$ cat config.mk
export PLATFORM = sky130hd
export DESIGN_NAME = mem_access_unit_flat
export DESIGN_NICKNAME = d
export VERILOG_FILES = /design/src/rtl/mem_access_unit_pkg.sv /design/src/rtl/mem_access_unit_if.sv /design/src/rtl/mem_access_unit_load_extend.sv /design/src/rtl/mem_access_unit.sv /design/src/flat_wrapper.sv
export SDC_FILE = /design/constraint.sdc
export NUM_CORES = 1
export LEC_CHECK = 0
export ABC_AREA = 1
export BUFFER_PORTS_ARGS = -buffer_cell sky130_fd_sc_hd__buf_2
export CORE_MARGIN = 3
export CORE_UTILIZATION = 50
export CTS_CLUSTER_SIZE = 40
export DETAILED_ROUTE_END_ITERATION = 16
export GPL_ROUTABILITY_DRIVEN = 1
export PLACE_DENSITY_LB_ADDON = 0.25
export REMOVE_ABC_BUFFERS = 1
export SETUP_SLACK_MARGIN = 0.15
export SLEW_MARGIN = 20
export SYNTH_ARGS = -nofsm -noshare
export SYNTH_HDL_FRONTEND = slang
export SYNTH_SLANG_ARGS = --single-unit
export TNS_END_PERCENT = 30
$ cat constraint.sdc
create_clock -name clk -period 1.9 [get_ports clk]
set_clock_uncertainty 0.05 [all_clocks]
set_input_delay 0.095 -clock clk [delete_from_list [all_inputs] [get_ports clk]]
set_output_delay 0.095 -clock clk [all_outputs]
set_load 0.01 [all_outputs]
$ cat src/rtl/mem_access_unit_pkg.sv
// rtl/mem_access_unit_pkg.sv - shared funct3 codes, FSM states and access size mask
// Purpose: common definitions for the load/store access unit.
// Ports: none (package).
package mem_access_pkg;

  localparam logic [2:0] F3_B  = 3'b000;
  localparam logic [2:0] F3_H  = 3'b001;
  localparam logic [2:0] F3_W  = 3'b010;
  localparam logic [2:0] F3_D  = 3'b011;
  localparam logic [2:0] F3_BU = 3'b100;
  localparam logic [2:0] F3_HU = 3'b101;
  localparam logic [2:0] F3_WU = 3'b110;

  typedef enum logic [1:0] {
    IDLE     = 2'd0,
    BUS_REQ  = 2'd1,
    BUS_WAIT = 2'd2,
    RESP     = 2'd3
  } state_e;

  // Byte-lane mask of an access before it is shifted to its offset.
  function automatic logic [7:0] size_mask(input logic [2:0] funct3);
    logic [7:0] m;
    case (funct3[1:0])
      2'd0:    m = 8'h01;
      2'd1:    m = 8'h03;
      2'd2:    m = 8'h0F;
      default: m = 8'hFF;
    endcase
    return m;
  endfunction

endpackage

$ cat src/rtl/mem_access_unit_if.sv
// rtl/mem_access_unit_if.sv - pipeline-side and bus-side handshake interfaces
// Purpose: bundles the request/response channel from the pipeline and the
//          data-memory bus channel of the access unit.
// mem_pipe_if: req_valid/req_ready/req_we/req_funct3/req_addr/req_wdata,
//              rsp_valid/rsp_ready/rsp_rdata/rsp_fault.
//              master = pipeline, slave = access unit.
// mem_bus_if:  bus_req_valid/bus_req_ready/bus_we/bus_addr/bus_be/bus_wdata,
//              bus_rsp_valid/bus_rdata.
//              master = access unit, slave = memory.
interface mem_pipe_if #(
  parameter int XLEN = 32
);
  logic            req_valid;
  logic            req_ready;
  logic            req_we;
  logic [2:0]      req_funct3;
  logic [XLEN-1:0] req_addr;
  logic [XLEN-1:0] req_wdata;
  logic            rsp_valid;
  logic            rsp_ready;
  logic [XLEN-1:0] rsp_rdata;
  logic            rsp_fault;

  modport master (
    output req_valid, req_we, req_funct3, req_addr, req_wdata, rsp_ready,
    input  req_ready, rsp_valid, rsp_rdata, rsp_fault
  );

  modport slave (
    input  req_valid, req_we, req_funct3, req_addr, req_wdata, rsp_ready,
    output req_ready, rsp_valid, rsp_rdata, rsp_fault
  );
endinterface

interface mem_bus_if #(
  parameter int XLEN = 32
);
  localparam int NBYTES = XLEN / 8;

  logic              bus_req_valid;
  logic              bus_req_ready;
  logic              bus_we;
  logic [XLEN-1:0]   bus_addr;
  logic [NBYTES-1:0] bus_be;
  logic [XLEN-1:0]   bus_wdata;
  logic              bus_rsp_valid;
  logic [XLEN-1:0]   bus_rdata;

  modport master (
    output bus_req_valid, bus_we, bus_addr, bus_be, bus_wdata,
    input  bus_req_ready, bus_rsp_valid, bus_rdata
  );

  modport slave (
    input  bus_req_valid, bus_we, bus_addr, bus_be, bus_wdata,
    output bus_req_ready, bus_rsp_valid, bus_rdata
  );
endinterface

$ cat src/rtl/mem_access_unit_load_extend.sv
// rtl/mem_access_unit_load_extend.sv - load lane shift plus sign/zero extension
// Purpose: combinational extraction of a loaded value from a bus word.
// Ports: i_data   - XLEN bus word (or merged split-access word)
//        i_offset - byte offset of the access inside i_data
//        i_funct3 - load funct3 (size in [1:0], unsigned in [2])
//        o_data   - extended XLEN result
module mem_load_extend #(
  parameter int XLEN = 32
) (
  input  logic [XLEN-1:0]                i_data,
  input  logic [$clog2(XLEN/8)-1:0]      i_offset,
  input  logic [2:0]                     i_funct3,
  output logic [XLEN-1:0]                o_data
);

  logic [XLEN-1:0] w_shifted;
  logic [XLEN-1:0] w_mask;
  logic            w_sign;

  always_comb begin
    int nbits;
    w_shifted = i_data >> {i_offset, 3'b000};
    nbits     = 8 << i_funct3[1:0];
    w_mask    = '0;
    w_sign    = 1'b0;
    for (int i = 0; i < XLEN; i++) begin
      w_mask[i] = (i < nbits);
      if (i == nbits - 1) w_sign = w_shifted[i];
    end
    // A full-XLEN access has an all-ones mask, so ~w_mask adds nothing.
    o_data = w_shifted & w_mask;
    if (!i_funct3[2] && w_sign) o_data = o_data | ~w_mask;
  end

endmodule

$ cat src/rtl/mem_access_unit.sv
// rtl/mem_access_unit.sv - load/store access unit between pipeline and data bus
// Purpose: accepts one load/store at a time, drives a lane-aligned bus beat,
//          and returns extended load data or a fault.
// Ports: clk, rst_n (async active-low)
//        pipe - mem_pipe_if.slave (request/response from the pipeline)
//        bus  - mem_bus_if.master (data-memory bus)
// Option: MEM_ACCESS_MISALIGN_EN - split word-crossing misaligned accesses
//         into two bus beats instead of faulting them.
module mem_access_unit
  import mem_access_pkg::*;
#(
  parameter int XLEN = 32
) (
  input  logic       clk,
  input  logic       rst_n,
  mem_pipe_if.slave  pipe,
  mem_bus_if.master  bus
);

  localparam int NBYTES = XLEN / 8;
  localparam int OFFW   = $clog2(NBYTES);

  localparam logic [1:0] S_IDLE     = 2'(IDLE);
  localparam logic [1:0] S_BUS_REQ  = 2'(BUS_REQ);
  localparam logic [1:0] S_BUS_WAIT = 2'(BUS_WAIT);
  localparam logic [1:0] S_RESP     = 2'(RESP);

  function automatic logic f3_legal(input logic we, input logic [2:0] f3);
    logic ok;
    if (we) begin
      ok = (f3 == F3_B) || (f3 == F3_H) || (f3 == F3_W) ||
           ((XLEN == 64) && (f3 == F3_D));
    end else begin
      ok = (f3 == F3_B) || (f3 == F3_H) || (f3 == F3_W) ||
           (f3 == F3_BU) || (f3 == F3_HU) ||
           ((XLEN == 64) && ((f3 == F3_D) || (f3 == F3_WU)));
    end
    return ok;
  endfunction

  // Lane mask over two consecutive words; upper selects the second word.
  function automatic logic [NBYTES-1:0] lane_mask(input logic [2:0] f3,
                                                 input logic [OFFW-1:0] off,
                                                 input logic upper);
    logic [2*NBYTES-1:0] wide;
    wide = (2*NBYTES)'(size_mask(f3)) << off;
    return upper ? wide[2*NBYTES-1:NBYTES] : wide[NBYTES-1:0];
  endfunction

  function automatic logic [XLEN-1:0] lane_data(input logic [XLEN-1:0] d,
                                               input logic [OFFW-1:0] off,
                                               input logic upper);
    logic [2*XLEN-1:0] wide;
    wide = {{XLEN{1'b0}}, d} << {off, 3'b000};
    return upper ? wide[2*XLEN-1:XLEN] : wide[XLEN-1:0];
  endfunction

  logic [1:0]        r_state;
  logic              r_we;
  logic [2:0]        r_funct3;
  logic [OFFW-1:0]   r_off;
  logic [XLEN-1:0]   r_rsp_rdata;
  logic              r_rsp_fault;
  logic              r_bus_we;
  logic [XLEN-1:0]   r_bus_addr;
  logic [NBYTES-1:0] r_bus_be;
  logic [XLEN-1:0]   r_bus_wdata;

  logic [OFFW-1:0]   w_req_off;
  logic              w_req_legal;
  logic              w_req_misal;
  logic              w_req_fault;
  logic [XLEN-1:0]   w_ext_in;
  logic [OFFW-1:0]   w_ext_off;
  logic [XLEN-1:0]   w_ext_data;

  assign w_req_off   = pipe.req_addr[OFFW-1:0];
  assign w_req_legal = f3_legal(pipe.req_we, pipe.req_funct3);
  assign w_req_misal = (w_req_off & OFFW'((4'd1 << pipe.req_funct3[1:0]) - 4'd1)) != '0;

`ifdef MEM_ACCESS_MISALIGN_EN
  logic              r_split;
  logic              r_beat;
  logic [XLEN-1:0]   r_stage;
  logic [XLEN-1:0]   r_wdata;
  logic              w_req_cross;

  function automatic logic [XLEN-1:0] merge_beats(input logic [XLEN-1:0] hi,
                                                 input logic [XLEN-1:0] lo,
                                                 input logic [OFFW-1:0] off);
    logic [2*XLEN-1:0] wide;
    wide = {hi, lo} >> {off, 3'b000};
    return wide[XLEN-1:0];
  endfunction

  assign w_req_cross = w_req_misal &&
                       ((int'(w_req_off) + (1 << int'(pipe.req_funct3[1:0]))) > NBYTES);
  assign w_req_fault = !w_req_legal;
  // Merged split data is already LSB-aligned, so it is extended at offset 0.
  assign w_ext_in    = r_split ? merge_beats(bus.bus_rdata, r_stage, r_off) : bus.bus_rdata;
  assign w_ext_off   = r_split ? '0 : r_off;
`else
  assign w_req_fault = !w_req_legal || w_req_misal;
  assign w_ext_in    = bus.bus_rdata;
  assign w_ext_off   = r_off;
`endif

  mem_load_extend #(.XLEN(XLEN)) u_load_extend (
    .i_data   (w_ext_in),
    .i_offset (w_ext_off),
    .i_funct3 (r_funct3),
    .o_data   (w_ext_data)
  );

  always_ff @(posedge clk or negedge rst_n) begin
    if (!rst_n) begin
      r_state     <= S_IDLE;
      r_we        <= 1'b0;
      r_funct3    <= '0;
      r_off       <= '0;
      r_rsp_rdata <= '0;
      r_rsp_fault <= 1'b0;
      r_bus_we    <= 1'b0;
      r_bus_addr  <= '0;
      r_bus_be    <= '0;
      r_bus_wdata <= '0;
`ifdef MEM_ACCESS_MISALIGN_EN
      r_split     <= 1'b0;
      r_beat      <= 1'b0;
      r_stage     <= '0;
      r_wdata     <= '0;
`endif
    end else begin
      case (r_state)
        S_IDLE: begin
          if (pipe.req_valid) begin
            r_we        <= pipe.req_we;
            r_funct3    <= pipe.req_funct3;
            r_off       <= w_req_off;
            r_rsp_rdata <= '0;
            r_rsp_fault <= w_req_fault;
            if (w_req_fault) begin
              r_state <= S_RESP;
            end else begin
              r_state     <= S_BUS_REQ;
              r_bus_we    <= pipe.req_we;
              r_bus_addr  <= {pipe.req_addr[XLEN-1:OFFW], {OFFW{1'b0}}};
              r_bus_wdata <= lane_data(pipe.req_wdata, w_req_off, 1'b0);
`ifdef MEM_ACCESS_MISALIGN_EN
              r_wdata     <= pipe.req_wdata;
              r_split     <= w_req_cross;
              r_beat      <= 1'b0;
              // Single-beat loads read the whole word; split beats carry only their lanes.
              r_bus_be    <= (pipe.req_we || w_req_cross) ?
                             lane_mask(pipe.req_funct3, w_req_off, 1'b0) : '1;
`else
              r_bus_be    <= pipe.req_we ? lane_mask(pipe.req_funct3, w_req_off, 1'b0) : '1;
`endif
            end
          end
        end
        S_BUS_REQ: begin
          if (bus.bus_req_ready) r_state <= S_BUS_WAIT;
        end
        S_BUS_WAIT: begin
          if (bus.bus_rsp_valid) begin
`ifdef MEM_ACCESS_MISALIGN_EN
            if (r_split && !r_beat) begin
              r_beat      <= 1'b1;
              r_stage     <= bus.bus_rdata;
              r_bus_addr  <= r_bus_addr + XLEN'(NBYTES);
              r_bus_be    <= lane_mask(r_funct3, r_off, 1'b1);
              r_bus_wdata <= lane_data(r_wdata, r_off, 1'b1);
              r_state     <= S_BUS_REQ;
            end else
`endif
            begin
              if (!r_we) r_rsp_rdata <= w_ext_data;
              r_state <= S_RESP;
            end
          end
        end
        S_RESP: begin
          if (pipe.rsp_ready) r_state <= S_IDLE;
        end
        default: r_state <= S_IDLE;
      endcase
    end
  end

  assign pipe.req_ready    = (r_state == S_IDLE);
  assign pipe.rsp_valid    = (r_state == S_RESP);
  assign pipe.rsp_rdata    = r_rsp_rdata;
  assign pipe.rsp_fault    = r_rsp_fault;
  assign bus.bus_req_valid = (r_state == S_BUS_REQ);
  assign bus.bus_we        = r_bus_we;
  assign bus.bus_addr      = r_bus_addr;
  assign bus.bus_be        = r_bus_be;
  assign bus.bus_wdata     = r_bus_wdata;

endmodule

$ cat src/flat_wrapper.sv
// flat-port wrapper written by rule: the top's interface ports become plain ports
module mem_access_unit_flat import mem_access_pkg::*;
#(
  parameter int XLEN = 32
)
  (clk, rst_n, pipe_req_valid, pipe_req_we, pipe_req_funct3, pipe_req_addr, pipe_req_wdata, pipe_rsp_ready, pipe_req_ready, pipe_rsp_valid, pipe_rsp_rdata, pipe_rsp_fault, bus_bus_req_valid, bus_bus_we, bus_bus_addr, bus_bus_be, bus_bus_wdata, bus_bus_req_ready, bus_bus_rsp_valid, bus_bus_rdata);
  mem_pipe_if #(.XLEN(XLEN)) pipe_i ();
  mem_bus_if #(.XLEN(XLEN)) bus_i ();
  input  logic clk;
  input  logic rst_n;
  input wire logic [$bits(pipe_i.req_valid)-1:0] pipe_req_valid;
  input wire logic [$bits(pipe_i.req_we)-1:0] pipe_req_we;
  input wire logic [$bits(pipe_i.req_funct3)-1:0] pipe_req_funct3;
  input wire logic [$bits(pipe_i.req_addr)-1:0] pipe_req_addr;
  input wire logic [$bits(pipe_i.req_wdata)-1:0] pipe_req_wdata;
  input wire logic [$bits(pipe_i.rsp_ready)-1:0] pipe_rsp_ready;
  output wire logic [$bits(pipe_i.req_ready)-1:0] pipe_req_ready;
  output wire logic [$bits(pipe_i.rsp_valid)-1:0] pipe_rsp_valid;
  output wire logic [$bits(pipe_i.rsp_rdata)-1:0] pipe_rsp_rdata;
  output wire logic [$bits(pipe_i.rsp_fault)-1:0] pipe_rsp_fault;
  output wire logic [$bits(bus_i.bus_req_valid)-1:0] bus_bus_req_valid;
  output wire logic [$bits(bus_i.bus_we)-1:0] bus_bus_we;
  output wire logic [$bits(bus_i.bus_addr)-1:0] bus_bus_addr;
  output wire logic [$bits(bus_i.bus_be)-1:0] bus_bus_be;
  output wire logic [$bits(bus_i.bus_wdata)-1:0] bus_bus_wdata;
  input wire logic [$bits(bus_i.bus_req_ready)-1:0] bus_bus_req_ready;
  input wire logic [$bits(bus_i.bus_rsp_valid)-1:0] bus_bus_rsp_valid;
  input wire logic [$bits(bus_i.bus_rdata)-1:0] bus_bus_rdata;
  assign pipe_i.req_valid = pipe_req_valid;
  assign pipe_i.req_we = pipe_req_we;
  assign pipe_i.req_funct3 = pipe_req_funct3;
  assign pipe_i.req_addr = pipe_req_addr;
  assign pipe_i.req_wdata = pipe_req_wdata;
  assign pipe_i.rsp_ready = pipe_rsp_ready;
  assign pipe_req_ready = pipe_i.req_ready;
  assign pipe_rsp_valid = pipe_i.rsp_valid;
  assign pipe_rsp_rdata = pipe_i.rsp_rdata;
  assign pipe_rsp_fault = pipe_i.rsp_fault;
  assign bus_bus_req_valid = bus_i.bus_req_valid;
  assign bus_bus_we = bus_i.bus_we;
  assign bus_bus_addr = bus_i.bus_addr;
  assign bus_bus_be = bus_i.bus_be;
  assign bus_bus_wdata = bus_i.bus_wdata;
  assign bus_i.bus_req_ready = bus_bus_req_ready;
  assign bus_i.bus_rsp_valid = bus_bus_rsp_valid;
  assign bus_i.bus_rdata = bus_bus_rdata;
  mem_access_unit #(.XLEN(XLEN)) u_core (.clk(clk), .rst_n(rst_n), .pipe(pipe_i), .bus(bus_i));
endmodule
==> impl_metrics.yaml, run 1 <==
global_routing:
  overflow: 0
  grt_max_degree: 58
  track_usage_pct: 25.2
  grt_pass1_vias: 5522
  antenna_found_initial: 0
  grt_first_pass_wirelength_um: 26000
final_layout:
  area_growth_pct: 34.7
  antenna_cells: 0
  drive_gt1_share_pct: 25.6
  multi_input_area_um2: 2490
  ff_latch_area_um2: 2700
  final_nets: 1133
  num-fill-cells: 930
  instances_no_fill: 1163
route:
  drt_first_pass_iters: 5
  postRouteAntennaNets: 0
  drt_iter0_drc: 481
  route.vias.total: 5757
  drc_errors: 0
  post_drt_wl_per_cell_um: 14.0
  route.final.wire_length_um: 16300
  via_per_inst: 4.95
floorplanning:
  die_area_um2: 12400
  die_x_um: 111
  start_util_pct: 52.7
  rows: 37
  coreArea_um2: 10600
  io_pins: 211
  die_y_um: 111
clock_network:
  cts_sinks: 108
  numCtsBuffers: 9
  clock_latency_ns: 0.36
  htree_levels: 3
  cts_tree: "yes"
  clk_path_buf_depth: 2
  cts.clk_slew.worst_paths_ns: 0.11
  cts_root_buf: "clkbuf_8"
logic_synthesis:
  synth-async-reset-ratio_pct: 100
  yosysTopAreaCell: "dfrtp_1"
  syn_area_um2: 5560
  yosys-top-cells-count: "nand2_1 (378), dfrtp_1 (108), o21ai_0 (65)"
  yosys_warnings: 0
  syn_inst: 783
  synth.area.top_cells: "dfrtp_1 (49%), nand2_1 (26%), o21ai_0 (5.8%)"
  synth_cell_types: 27
  ys_ff_latch: 108
  synth.most_common_cell: "nand2_1"
  synth_area_per_cell_um2: 7.11
  ys_seq_area_share_pct: 48.6
  yosysTopAreaCellShare_pct: 48.6
  synth_edf_count: 0
  synth_top_flop_cell: "dfrtp_1"
timing:
  finalCritPeriodShare_pct: 88.1
  setup_viol: 0
  worst_slew_pin_slew_ns: 0.505
  finalMaxSlewViolations: 0
  fmax_ghz: 0.598
  finalCriticalPeriod_ns: 1.67
  hold_viol: 0
  grt_setup_unrepaired: "true"
  slew_headroom_pct: 66.1
  holdWs_ns: 0.0189
power_and_ir_drop:
  clockPowerShare_pct: 14.4
  p_sw_mw: 4.52
  swShare_pct: 43.7
  power_frac_seq_pct: 36.5
  vdd_drop_max_mv: 0.687
  combPwrFrac_pct: 49.0
  leakage_nw: 4.42
  p_per_area_nw_per_um2: 1380
  total_power_mw: 10.3
  power.internal_mw: 5.82
worst_setup_path:
  cp.arrival_ns: 1.87
  critPathSlowestCell: "dfrtp_1"
  worstPathCellList: "buf_4 -> ha_4 -> inv_1 -> o22ai_2 -> a21oi_1 -> o21ai_2 -> buf_8 -> nand2_1 -> o21ai_0"
  end_kind: "flip-flop"
  critical_path.startpoint_type: "flip-flop"
  cp_max_fo: 32
  required_ns: 2.10
  slowest_delay_ns: 0.42
  setup.worst_path.class: "reg2reg"
  reg2reg_depth: 9
placed_design:
  dp_hpwl_um: 11000
  gp_congestion: 0.861
  portBuffers: 208
  dp.cells: 1105
flow_run:
  drv_cap: 0
hold_path:
  whs_path_depth: 5
  hp-class: "in2reg"
run_status:
  outcome: "completed"
## cells by family (layout without fill, tap and decap cells)
kind of cell | Yosys count | count (layout) | synth area share, %
flip-flops | 108 | 108 | 48.6
other | 2 | 4 | 0.135
adder cells (fa/ha/maj) | 5 | 5 | 1.12
AO/OA/AOI/OAI | 107 | 107 | 10.1
buffers and inverters | 99 | 340 | 7.94
AND/OR/NAND/NOR | 462 | 463 | 32.1
## flip-flops by register name, summed over array words and instances, names as in the netlist
register	flops
u_core.bus.bus_wdata	32
u_core.pipe.rsp_rdata	32
u_core.bus.bus_addr	30
u_core.bus.bus_be	4
u_core.r_funct3	3
u_core.r_off	2
u_core.r_state	2
u_core.bus.bus_we	1
u_core.pipe.rsp_fault	1
u_core.r_we	1
## cell usage in the layout, fill, tap and decap left out, drive strengths merged
master	netlist	final
nand3	23	23
inv	52	54
bufinv	0	1
buf	29	231
clkinv	2	4
clkbuf	16	11
a21boi	1	1
dfrtp	108	108
o31ai	1	1
ha	5	5
nand2	379	380
clkinvlp	0	1
o21bai	1	1
a31oi	14	14
o22ai	2	2
nor3	1	1
nor2	59	59
o21ai	67	67
conb	2	4
dlygate4sd3	0	38
a21oi	21	21
## power groups by stage
| stage | logic, mW | registers [mW] | clock network [mW] |
|---|---|---|---|
| 2_1_floorplan | 2.23 | 4.22 | 0 |
| 3_3_place_gp | 4.66 | 3.78 | 0 |
| 3_5_place_dp | 4.76 | 3.79 | 0 |
| 4_1_cts | 4.84 | 3.76 | 1.52 |
| 5_1_grt | 5.74 | 3.90 | 1.61 |
| 6_report | 5.07 | 3.77 | 1.49 |
## through the flow
stage                     util (%)  cell area, um2  TNS [ns]  setup slack (ns)
after floorplan                  -            5330    -53.70            -0.704
after global placement        64.4            6800         0             0.203
after detailed placement      64.4            6800         0             0.127
after CTS                     70.0            7390         0             0.151
after global routing          71.0            7490         0             0.121
final                         71.0            7490         0             0.227
## area by class of cell
type / count / area share [%]
timing repair buffer: 270 / 22.9
multi-input combinational: 579 / 33.2
inverter: 54 / 2.74
clock buffer: 10 / 1.70
clock inverter: 6 / 1.10
sequential: 108 / 36.1
tap: 136 / 2.27
## final timing paths
kind                                                 startpoint                                    to  slack, ns
max reg2reg                       u_core.r_state[1]$_DFFE_PN0P_  u_core.pipe.rsp_rdata[7]$_DFFE_PN0P_       0.23
min in group asynchronous                                 rst_n  u_core.pipe.rsp_rdata[4]$_DFFE_PN0P_       0.15
max                               u_core.r_state[1]$_DFFE_PN0P_  u_core.pipe.rsp_rdata[7]$_DFFE_PN0P_       0.23
max in group asynchronous                                 rst_n        u_core.r_funct3[1]$_DFFE_PN0P_       1.04
min reg2reg                u_core.pipe.rsp_rdata[0]$_DFFE_PN0P_  u_core.pipe.rsp_rdata[0]$_DFFE_PN0P_       0.43
min                                           pipe_req_wdata[3]   u_core.bus.bus_wdata[3]$_DFFE_PN0P_       0.02
## routing by layer
layer | wire [um] | vias up | GRT usage (%)
li1 | - | 2901 | -
met1 | 6870 | 2616 | 32.0
met2 | 7930 | 211 | 43.7
met3 | 1100 | 29 | 5.11
met4 | 367 | 0 | 7.46
met5 | 0 | - | 0
## timing repair
item,CTS,global route
endpoints found under the hold margin,113,0
hold buffers,38,0
gates resized for setup,2,15
pin swaps,0,2
gates cloned,0,2
endpoints found under the setup margin,31,76
buffers inserted,0,2
## critical path: cells and delay by family (launching register included)
kind | cells | cell delay [ns]
AO/OA/AOI/OAI | 4 | 0.42
AND/OR/NAND/NOR | 1 | 0.08
adder cells (fa/ha/maj) | 1 | 0.17
buffers and inverters | 3 | 0.40
flip-flops | 1 | 0.42
Power figures use the tool's default switching activity.
==> inputs of run 2 (changes only) <==
- ABC_CLOCK_PERIOD_IN_PS: unset -> 1900
- CAP_MARGIN: unset -> 40
- CELL_PAD_IN_SITES_DETAIL_PLACEMENT: unset -> 1
- CELL_PAD_IN_SITES_GLOBAL_PLACEMENT: unset -> 1
- CORE_UTILIZATION: 50 -> 34
==> impl_metrics.yaml, run 2 (synthesized netlist as in run 1, its figures left out) <==
worst_setup_path:
  worstSetupEndpoint: "u_core.pipe.rsp_rdata[23]$_DFFE_PN0P_"
  worstPathCellList: "inv_2 -> ha_2 -> inv_1 -> o22ai_2 -> inv_1 -> nand3_4 -> buf_8 -> nor2_1 -> nand2_1 -> nand2_1"
  end_kind: "flip-flop"
  cp.arrival_ns: 1.87
  critical_path.startpoint_type: "flip-flop"
  setup.worst_path.class: "reg2reg"
  required_ns: 2.10
  cp_max_fo: 13
  reg2reg_slack_ns: 0.23
  worstSetupStartpoint: "u_core.r_state[0]$_DFFE_PN0P_"
  timing.rr.end: "u_core.pipe.rsp_rdata[23]$_DFFE_PN0P_"
  reg2reg_from: "u_core.r_state[0]$_DFFE_PN0P_"
  critPathSlowestCell: "dfrtp_1"
  slowest_delay_ns: 0.41
  reg2reg_depth: 10
floorplanning:
  io_pins: 211
  die_area_um2: 17900
  coreArea_um2: 15900
  start_util_pct: 34.9
  die_x_um: 134
  die_y_um: 134
  rows: 46
timing:
  finalCritPeriodShare_pct: 88.1
  worst_slew_pin_slew_ns: 0.513
  hold_viol: 0
  grt_setup_unrepaired: "true"
  finalCriticalPeriod_ns: 1.67
  fmax_ghz: 0.597
  finalMaxSlewViolations: 0
  slew_headroom_pct: 65.8
  setup_viol: 0
route:
  postRouteAntennaNets: 0
  route.vias.total: 5837
  drt_iter0_drc: 187
  drc_errors: 0
  post_drt_wl_per_cell_um: 15.4
  via_per_inst: 4.67
  drt_first_pass_iters: 4
  route.final.wire_length_um: 19300
power_and_ir_drop:
  vdd_drop_max_mv: 0.614
  combPwrFrac_pct: 47.8
  power.internal_mw: 6.17
  p_sw_mw: 4.75
  p_per_area_nw_per_um2: 1420
  power_frac_seq_pct: 34.6
  leakage_nw: 4.46
  swShare_pct: 43.5
  clockPowerShare_pct: 17.5
global_routing:
  track_usage_pct: 21.5
  grt_first_pass_wirelength_um: 30900
  grt_pass1_vias: 6004
  overflow: 0
  antenna_found_initial: 3
  grt_max_degree: 43
final_layout:
  final_nets: 1140
  final_cell_mix: "nand2_1 (377), buf_2 (207), dfrtp_1 (107), o21ai_0 (65), nor2_1 (57)"
  ff_latch_area_um2: 2700
  num-fill-cells: 2105
  utilization_pct: 48.1
  layout_commonest_cell: "nand2_1"
  area_growth_pct: 37.8
  drive_gt1_share_pct: 26.3
  multi_input_area_um2: 2460
  instances_no_fill: 1251
placed_design:
  dp_hpwl_um: 13500
  gp_congestion: 0.777
  portBuffers: 208
  dp.cells: 1193
run_status:
  outcome: "completed"
clock_network:
  cts_root_buf: "clkbuf_16"
  clock_latency_ns: 0.36
  cts_tree: "yes"
  numCtsBuffers: 9
  cts.clk_slew.worst_paths_ns: 0.08
  htree_levels: 3
  clk_path_buf_depth: 2
  cts_sinks: 108
hold_path:
  hp-class: "in2reg"
flow_run:
  drv_cap: 0
[run 2: cell types whose count changed in the layout (fill, tap and decap cells not counted), sizes merged]
cell         previous run  this run
clkinvlp                1         3
diode                   0         1
inv                    54        56
clkinv                  4         2
dlygate4sd3            38        35
nand2                 380       379
clkbuf                 11         9
buf                   231       243
bufinv                  1         0
[run 2: repair_timing]
item | CTS | global route
setup buffers | 0 | 6
hold buffers | 35 | 0
gates resized for setup | 4 | 11
endpoints found under the hold margin | 65 | 0
pin swaps | 0 | 2
endpoints found under the setup margin | 25 | 101
[run 2: power by group through the flow]
stage | combinational, mW | clock [mW] | sequential (mW)
2_1_floorplan | 2.23 | 0 | 4.22
3_3_place_gp | 4.89 | 0 | 3.80
3_5_place_dp | 5.03 | 0 | 3.80
4_1_cts | 5.13 | 1.98 | 3.78
5_1_grt | 5.90 | 2.05 | 3.91
6_report | 5.22 | 1.91 | 3.78
[run 2: how the worst min path moves through the flow]
stage / from / endpoint / slack, ns / cells after the start
2_1_floorplan: rst_n / u_core.bus.bus_addr[10]$_DFFE_PN0P_ / -0.25 / 0
3_3_place_gp: rst_n / u_core.pipe.rsp_rdata[9]$_DFFE_PN0P_ / 0.06 / 1
3_5_place_dp: rst_n / u_core.pipe.rsp_rdata[23]$_DFFE_PN0P_ / 0.05 / 1
4_1_cts: pipe_req_wdata[2] / u_core.bus.bus_wdata[2]$_DFFE_PN0P_ / 0.02 / 5
5_1_grt: pipe_req_wdata[7] / u_core.bus.bus_wdata[7]$_DFFE_PN0P_ / 0.06 / 5
6_report: bus_bus_rdata[3] / u_core.pipe.rsp_rdata[3]$_DFFE_PN0P_ / 0.04 / 5
[run 2: layout make-up]
type / instances / area share (%)
sequential: 108 / 35.3
inverter: 54 / 2.64
clock inverter: 7 / 0.881
multi-input combinational: 578 / 32.1
timing repair buffer: 278 / 22.6
clock buffer: 9 / 2.94
tap: 216 / 3.53
antenna: 1 / 0.0326
[run 2: worst max-delay path, delay by kind of cell (launching register included)]
family / cells / cell delay (ns)
DFF: 1 / 0.41
buffers and inverters: 4 / 0.44
and+or+nand+nor: 4 / 0.29
adders and majority gates: 1 / 0.21
AOI/OAI and AO/OA: 1 / 0.16
[run 2: metal layers]
layer  vias up  wire length (um)  global-route usage, %
li1       2903                 -                      -
met1      2741              8240                   26.6
met2       158              9120                   35.7
met3        31              1510                   6.79
met4         4               409                   7.03
met5         -                27                      0
[run 2: per-stage QoR]
| stage | total power, mW | hold slack [ns] | setup slack, ns | TNS, ns | area (um2) |
|---|---|---|---|---|---|
| final | 10.9 | 0.0368 | 0.226 | 0 | 7660 |
| after global placement | 8.69 | 0.0615 | 0.172 | 0 | 6920 |
| after global routing | 11.9 | 0.0565 | 0.0902 | 0 | 7660 |
| after floorplan | 6.46 | -0.251 | -0.704 | -53.70 | 5330 |
| after detailed placement | 8.83 | 0.0541 | 0.123 | 0 | 6920 |
| after CTS | 10.9 | 0.0189 | 0.149 | 0 | 7580 |
==> inputs of run 3 (changes only) <==
- CORE_ASPECT_RATIO: unset -> 0.6
==> impl_metrics.yaml, run 3 (synthesized netlist as in run 1, its figures left out) <==
power_and_ir_drop:
  total_power_mw: 11.5
  clockPowerShare_pct: 17.1
  combPwrFrac_pct: 49.6
  vdd_drop_max_mv: 0.870
  power.internal_mw: 6.47
  power_frac_seq_pct: 33.3
  p_per_area_nw_per_um2: 1470
  swShare_pct: 43.8
  p_sw_mw: 5.04
  leakage_nw: 4.52
worst_setup_path:
  setup.worst_path.class: "reg2reg"
  end_kind: "flip-flop"
  required_ns: 2.14
  cp_max_fo: 6
  critical_path.startpoint_type: "flip-flop"
  cp.arrival_ns: 1.92
  worstPathCellList: "buf_6 -> ha_2 -> inv_2 -> o22ai_4 -> inv_2 -> nand3_4 -> inv_1 -> nand2_1 -> nand2_1"
  critPathSlowestCell: "dfrtp_1"
  cpLargestDelayFamily: "buffers and inverters"
  cp_num_buf_inv: 4
  slowest_delay_ns: 0.43
  reg2reg_slack_ns: 0.22
placed_design:
  portBuffers: 208
  gp_congestion: 0.809
  dp_hpwl_um: 14200
  dp.cells: 1179
global_routing:
  grt_pass1_vias: 5911
  grt_max_degree: 68
  grt_first_pass_wirelength_um: 31600
  overflow: 0
  antenna_found_initial: 0
  track_usage_pct: 21.9
clock_network:
  htree_levels: 3
  cts_tree: "yes"
  clk_path_buf_depth: 2
  clock_latency_ns: 0.35
  cts_root_buf: "clkbuf_16"
  cts_sinks: 108
  cts.clk_slew.worst_paths_ns: 0.09
  numCtsBuffers: 9
timing:
  holdWs_ns: 0.0428
  setup_tns_ns: 0
  fmax_ghz: 0.594
  finalCritPeriodShare_pct: 88.6
  hold_viol: 0
  setup_viol: 0
  finalCriticalPeriod_ns: 1.68
  finalMaxSlewViolations: 0
  grt_setup_unrepaired: "true"
final_layout:
  instances_no_fill: 1240
  final_nets: 1143
  area_growth_pct: 40.5
  antenna_cells: 0
  final_cell_mix: "nand2_1 (377), buf_2 (207), dfrtp_1 (107), o21ai_0 (64), nor2_1 (48)"
  layout_commonest_cell: "nand2_1"
  drive_gt1_share_pct: 28.5
floorplanning:
  start_util_pct: 35.5
  coreArea_um2: 15700
  rows: 35
  io_pins: 211
  die_area_um2: 18000
  die_y_um: 105
  die_x_um: 171
route:
  post_drt_wl_per_cell_um: 16.6
  route.final.wire_length_um: 20600
  drt_iter0_drc: 412
  route.vias.total: 5981
  postRouteAntennaNets: 0
  via_per_inst: 4.82
  drc_errors: 0
  drt_first_pass_iters: 6
flow_run:
  drv_cap: 0
run_status:
  outcome: "completed"
hold_path:
  hp-class: "in2reg"
-- run 3: final timing paths --
path	start	to	depth (start not counted)
setup reg to reg	u_core.r_state[1]$_DFFE_PN0P_	u_core.pipe.rsp_rdata[3]$_DFFE_PN0P_	9
setup / recovery	u_core.r_state[1]$_DFFE_PN0P_	u_core.pipe.rsp_rdata[3]$_DFFE_PN0P_	9
hold reg to reg	u_core.bus.bus_addr[18]$_DFFE_PN0P_	u_core.bus.bus_addr[18]$_DFFE_PN0P_	2
min in group asynchronous	rst_n	u_core.bus.bus_addr[13]$_DFFE_PN0P_	2
hold / removal	pipe_req_wdata[2]	u_core.bus.bus_wdata[2]$_DFFE_PN0P_	5
max in group asynchronous	rst_n	u_core.pipe.rsp_rdata[29]$_DFFE_PN0P_	3
-- run 3: final cells by class --
class                      count  area (um2)
fill                        2055        7860
sequential                   108        2700
multi-input combinational    579        2540
timing repair buffer         280        1810
tap                          203         254
clock buffer                   9         225
inverter                      54         205
clock inverter                 7        82.6
-- run 3: tightest hold or removal path, stage by stage --
cell	delay (ns)
buf_2	0.10
inv_1	0.04
nor2_1	0.04
nand3_1	0.07
nand2_1	0.05
-- run 3: timing repair --
action | CTS | global route
pin swaps | 0 | 9
gates resized for setup | 1 | 39
endpoints found under the hold margin | 63 | 0
gates cloned | 0 | 5
buffers inserted | 0 | 6
endpoints found under the setup margin | 24 | 99
hold buffers | 34 | 0
-- run 3: power groups by stage --
stage | sequential [mW] | clock [mW] | combinational (mW)
final | 3.83 | 1.96 | 5.71
after detailed placement | 3.83 | 0 | 5.08
after CTS | 3.81 | 2.03 | 5.16
after global routing | 3.96 | 2.14 | 6.38
after floorplan | 4.22 | 0 | 2.23
after global placement | 3.80 | 0 | 4.97
-- run 3: stage by stage --
| step | instance area, um2 | worst slack [ns] | utilization (%) |
|---|---|---|---|
| 2_1_floorplan | 5330 | -0.704 | - |
| 3_5_place_dp | 6910 | 0.115 | 44.1 |
| 6_report | 7820 | 0.217 | 49.9 |
| 4_1_cts | 7560 | 0.153 | 48.2 |
| 3_3_place_gp | 6910 | 0.218 | 44.1 |
| 5_1_grt | 7820 | 0.0979 | 49.9 |
-- run 3: per-layer routing --
layer	vias up	global-route usage, %	share of wire, %
li1	2914	-	-
met1	2892	32.6	50
met2	164	33.2	43
met3	11	4.35	5.7
met4	0	3.90	0.65
met5	-	0	0
